### config.mk
export PLATFORM = sky130hd
export DESIGN_NAME = ram512_ctrl
export DESIGN_NICKNAME = d
export VERILOG_FILES = /design/src/rtl/ram512_ctrl.sv
export SDC_FILE = /design/constraint.sdc
export NUM_CORES = 1
export LEC_CHECK = 0
export ABC_AREA = 1
export ABC_CLOCK_PERIOD_IN_PS = 2100
export BUFFER_PORTS_ARGS = -buffer_cell sky130_fd_sc_hd__buf_2
export CAP_MARGIN = 20
export CORE_ASPECT_RATIO = 0.75
export CORE_UTILIZATION = 50
export CTS_BUF_LIST = sky130_fd_sc_hd__clkbuf_4 sky130_fd_sc_hd__clkbuf_8
export DETAILED_ROUTE_END_ITERATION = 7
export GPL_ROUTABILITY_DRIVEN = 0
export GPL_TIMING_DRIVEN = 0
export PLACE_DENSITY = 0.85
export SLEW_MARGIN = 40
export SYNTH_ARGS = -nofsm -noshare
export SYNTH_HDL_FRONTEND = slang
export SYNTH_SLANG_ARGS = --single-unit
### constraint.sdc
create_clock -name clk -period 2.1 [get_ports clk]
set_input_delay 0 -clock clk [delete_from_list [all_inputs] [get_ports clk]]
set_output_delay 0 -clock clk [all_outputs]
set_load 0.02 [all_outputs]
### src/rtl/ram512_ctrl.sv
// Request/acknowledge front end for a 512 x 16 RAM: single-word reads and writes, registered
// read data with a one-cycle valid pulse. Define RAM_CLEAR_EN to add a post-reset clear sweep.
module ram512_ctrl #(
  parameter logic [15:0] CLEAR_VAL = 16'h0000
) (
  input  logic        clk,
  input  logic        rst_n,
  input  logic        req,
  input  logic        we,
  input  logic [8:0]  addr,
  input  logic [15:0] wdata,
  output logic        ready,
  output logic [15:0] rdata,
  output logic        rvalid,
  output logic [8:0]  mem_add,
  output logic [15:0] mem_in,
  output logic        mem_load,
  input  logic [15:0] mem_o
);

`ifdef RAM_CLEAR_EN
  typedef enum logic [1:0] {StClear, StIdle, StAccess} state_e;
  localparam state_e ResetState = StClear;
`else
  typedef enum logic [0:0] {StIdle, StAccess} state_e;
  localparam state_e ResetState = StIdle;
`endif

  state_e      state_q, state_d;
  logic [8:0]  addr_q;
  logic [15:0] wdata_q;
  logic        we_q;
  logic        accept;
  logic        read_done;

  assign accept    = (state_q == StIdle) && req;
  assign read_done = (state_q == StAccess) && !we_q;
  assign ready     = (state_q == StIdle);

`ifdef RAM_CLEAR_EN
  logic [8:0] cnt;

  // Counter wraps 511 -> 0 on the same edge that leaves the sweep.
  always_ff @(posedge clk or negedge rst_n) begin
    if (!rst_n) begin
      cnt <= 9'd0;
    end else if (state_q == StClear) begin
      cnt <= cnt + 9'd1;
    end
  end
`else
  logic unused_clear_val;
  assign unused_clear_val = ^CLEAR_VAL;
`endif

  always_ff @(posedge clk or negedge rst_n) begin
    if (!rst_n) begin
      state_q <= ResetState;
    end else begin
      state_q <= state_d;
    end
  end

  always_comb begin
    state_d = state_q;
    unique case (state_q)
`ifdef RAM_CLEAR_EN
      StClear:  if (cnt == 9'd511) state_d = StIdle;
`endif
      StIdle:   if (req) state_d = StAccess;
      StAccess: state_d = StIdle;
      default:  state_d = ResetState;
    endcase
  end

  always_ff @(posedge clk or negedge rst_n) begin
    if (!rst_n) begin
      addr_q  <= 9'd0;
      wdata_q <= 16'd0;
      we_q    <= 1'b0;
    end else if (accept) begin
      addr_q  <= addr;
      wdata_q <= wdata;
      we_q    <= we;
    end
  end

  // rdata only moves on a completed read; writes leave it untouched.
  always_ff @(posedge clk or negedge rst_n) begin
    if (!rst_n) begin
      rdata  <= 16'd0;
      rvalid <= 1'b0;
    end else begin
      rvalid <= read_done;
      if (read_done) begin
        rdata <= mem_o;
      end
    end
  end

  always_comb begin
    mem_add  = addr_q;
    mem_in   = wdata_q;
    mem_load = 1'b0;
`ifdef RAM_CLEAR_EN
    if (state_q == StClear) begin
      mem_add  = cnt;
      mem_in   = CLEAR_VAL;
      mem_load = 1'b1;
    end
`endif
    if (state_q == StAccess) begin
      mem_load = we_q;
    end
  end

endmodule

==> flow_metrics.tcl <==
set metrics [dict create \
    status "complete, but fails checks" \
    violations "design-rule violations" \
    area_growth_pct 57.1 \
    rsz0062_at_grt "no" \
    layout_min_cycle_time_ps 1300 \
    clk_latency_ps 300 \
    ff2ff_setup_slack_ps 980 \
    rr_worst_depth 6 \
    p_comb_share_pct 29.4 \
    drt_first_pass_iters 7 \
    switching_share_pct 33.9 \
    ant_nets 0 \
    syn_inst 189 \
    hpwl_um 2820 \
    antenna_found_initial 0 \
    initial_core_util_pct 53.1 \
    synthTopCellsByArea "dfrtp_1 (62%), nand2_1 (18%), nand3_1 (12%)" \
    ioPinCount 89 \
    nNetsFinal 371 \
    timing.final.ws_setup_ps 796 \
    grt_pass1_vias 1772 \
    grtUsageTotal_pct 29.7 \
    ir_worst_vdd_uv 603 \
    num_rows 18 \
    syn_area_per_cell_um2 9.37 \
    syn_area_um2 1770 \
    clockPowerShare_pct 24.0 \
    maxCapViolCount 0 \
    seq_area_frac_synth_pct 62.2 \
    cp.arrival_ps 1300 \
    tightest_slew_ps 538 \
    clock_skew_ps 4.85 \
    drt_iter0_markers 115 \
    relSlewSlack_pct 64.2 \
    wl_per_cell_um 14.2 \
    setup_violations 0 \
    die-area_um2 3790 \
    post-route-drc-count 10 \
    antennaDiodeCount 0 \
    ctsRootBufferMaster "clkbuf_8" \
    synth_area_leader_cell "dfrtp_1" \
    hold_violations 0 \
    finalSetupTns_ps 0 \
    vias 1830 \
    final_common_cell "buf_2" \
    clk_path_buf_depth 2 \
    hp-start "req" \
    pwr-share-seq_pct 46.6 \
    final_cell_mix "buf_2 (89), nand2_1 (85), dfrtp_1 (44)" \
    clock-sinks 44 \
    max_freq_ghz 0.767 \
    io_buffers 87 \
    r2r_end "mem_in[13]" \
    r2r-start "state_q" \
    p_sw_uw 769 \
    clkTransAtPathRegs_ps 80 \
    path_class "reg2out" \
    hold_buffers 43 \
    routed_via_density 4.99 \
    cts_made_buffers 5 \
    holdPathStages 3 \
    drive_gt1_share_pct 33.6 \
    post-route-period-util_pct 62.1 \
    synth_top_area_share_pct 62.2 \
    die_x_um 70.7 \
    grt-ovfl-total 0 \
    ctsResizeCount 0 \
    power_density_nw_per_um2 817 \
    p_total_uw 2270 \
    pre_cts_slack_ps 1020 \
    grt_max_degree 45 \
    cts_tree "yes" \
    wl_um 5230 \
    slew_violations 0 \
    power.internal_uw 1500 \
    critPathCaptureType "primary output" \
    grt_pass1_wl_um 8140 \
    power.leakage_uw 0.00159 \
    synth_cell_types 11 \
    holdCritPathClass "in2reg" \
    min_to "mem_add[8]" \
    coreArea_um2 3330 \
    startpoint_type "register" \
    synth_nets 234 \
    ys_ff_latch 44 \
    path_max_fanout 10 \
    postCtsSetupBuffers 0 \
    die_h_um 53.5 \
    cp.required_ps 2100 \
    ys.warnings.count 0 \
    h-tree-depth 2 \
]
-- power by group through the flow --
stage / clock network, uW / logic [uW] / registers [uW]
global route: 597 / 728 / 1080
detailed placement: 0 / 595 / 1070
CTS: 548 / 657 / 1050
finish: 545 / 668 / 1060
global placement: 0 / 581 / 1060
floorplan: 0 / 185 / 1230
-- cell type report --
| type | count | area, um2 |
|---|---|---|
| Fill cell | 203 | 552 |
| Clock buffer | 6 | 82.6 |
| Buffer | 11 | 90.1 |
| Sequential cell | 44 | 1100 |
| Clock inverter | 2 | 10.0 |
| Timing Repair Buffer | 130 | 868 |
| Multi-Input combinational cell | 129 | 556 |
| Tap cell | 40 | 50.0 |
| Inverter | 5 | 23.8 |
-- critical path, stage by stage, from the launching register on --
cell and delay (ps):
dfrtp_1 350, buf_6 150, buf_2 230, nand2_1 70, inv_1 50, buf_2 150
-- logic make-up after synthesis --
group,count (synthesis),share of synthesized area (%)
and+or+nand+nor,129,31.4
buffers and inverters,16,6.43
DFF,44,62.2
-- sequential cells by signal, indices dropped and copies added, names as in the netlist --
register and cells:
state_q 1, rvalid 1, mem_add 9, mem_in 16
rdata 16, we_q 1
-- synthesized netlist by cell type --
cell type	number
buf_2	3
buf_4	4
buf_6	4
dfrtp_1	44
inv_1	3
inv_2	1
inv_6	1
nand2_1	85
nand2_2	1
nand2_8	1
nand3_1	42
-- routing by layer --
layer | up-vias | routed length (um) | track usage, %
met5 | - | 0 | 0
met2 | 82 | 2650 | 52.2
li1 | 872 | - | -
met3 | 16 | 322 | 8.80
met4 | 0 | 165 | 13.7
met1 | 860 | 2090 | 34.7
-- worst max-delay path by stage --
stage	endpoint	slack, ps	startpoint	cells after the start
4_1_cts	ready	800	state_q	4
3_5_place_dp	rdata[12]	1020	we_q	5
5_1_grt	mem_load	720	state_q	5
2_1_floorplan	mem_add[6]	1120	state_q	6
3_3_place_gp	rdata[12]	1050	we_q	5
6_report	mem_load	800	state_q	5
-- metrics by stage --
stage | area (um2) | instances | util, % | hold WS [ps]
global placement | 2260 | 316 | 67.7 | 195
detailed placement | 2260 | 316 | 67.8 | 15.7
CTS | 2780 | 367 | 83.4 | 32.3
finish | 2780 | 367 | 83.4 | 35.7
floorplan | 1770 | 189 | - | -296
global route | 2780 | 367 | 83.4 | 37.7
(Power assumes the default switching activity.)
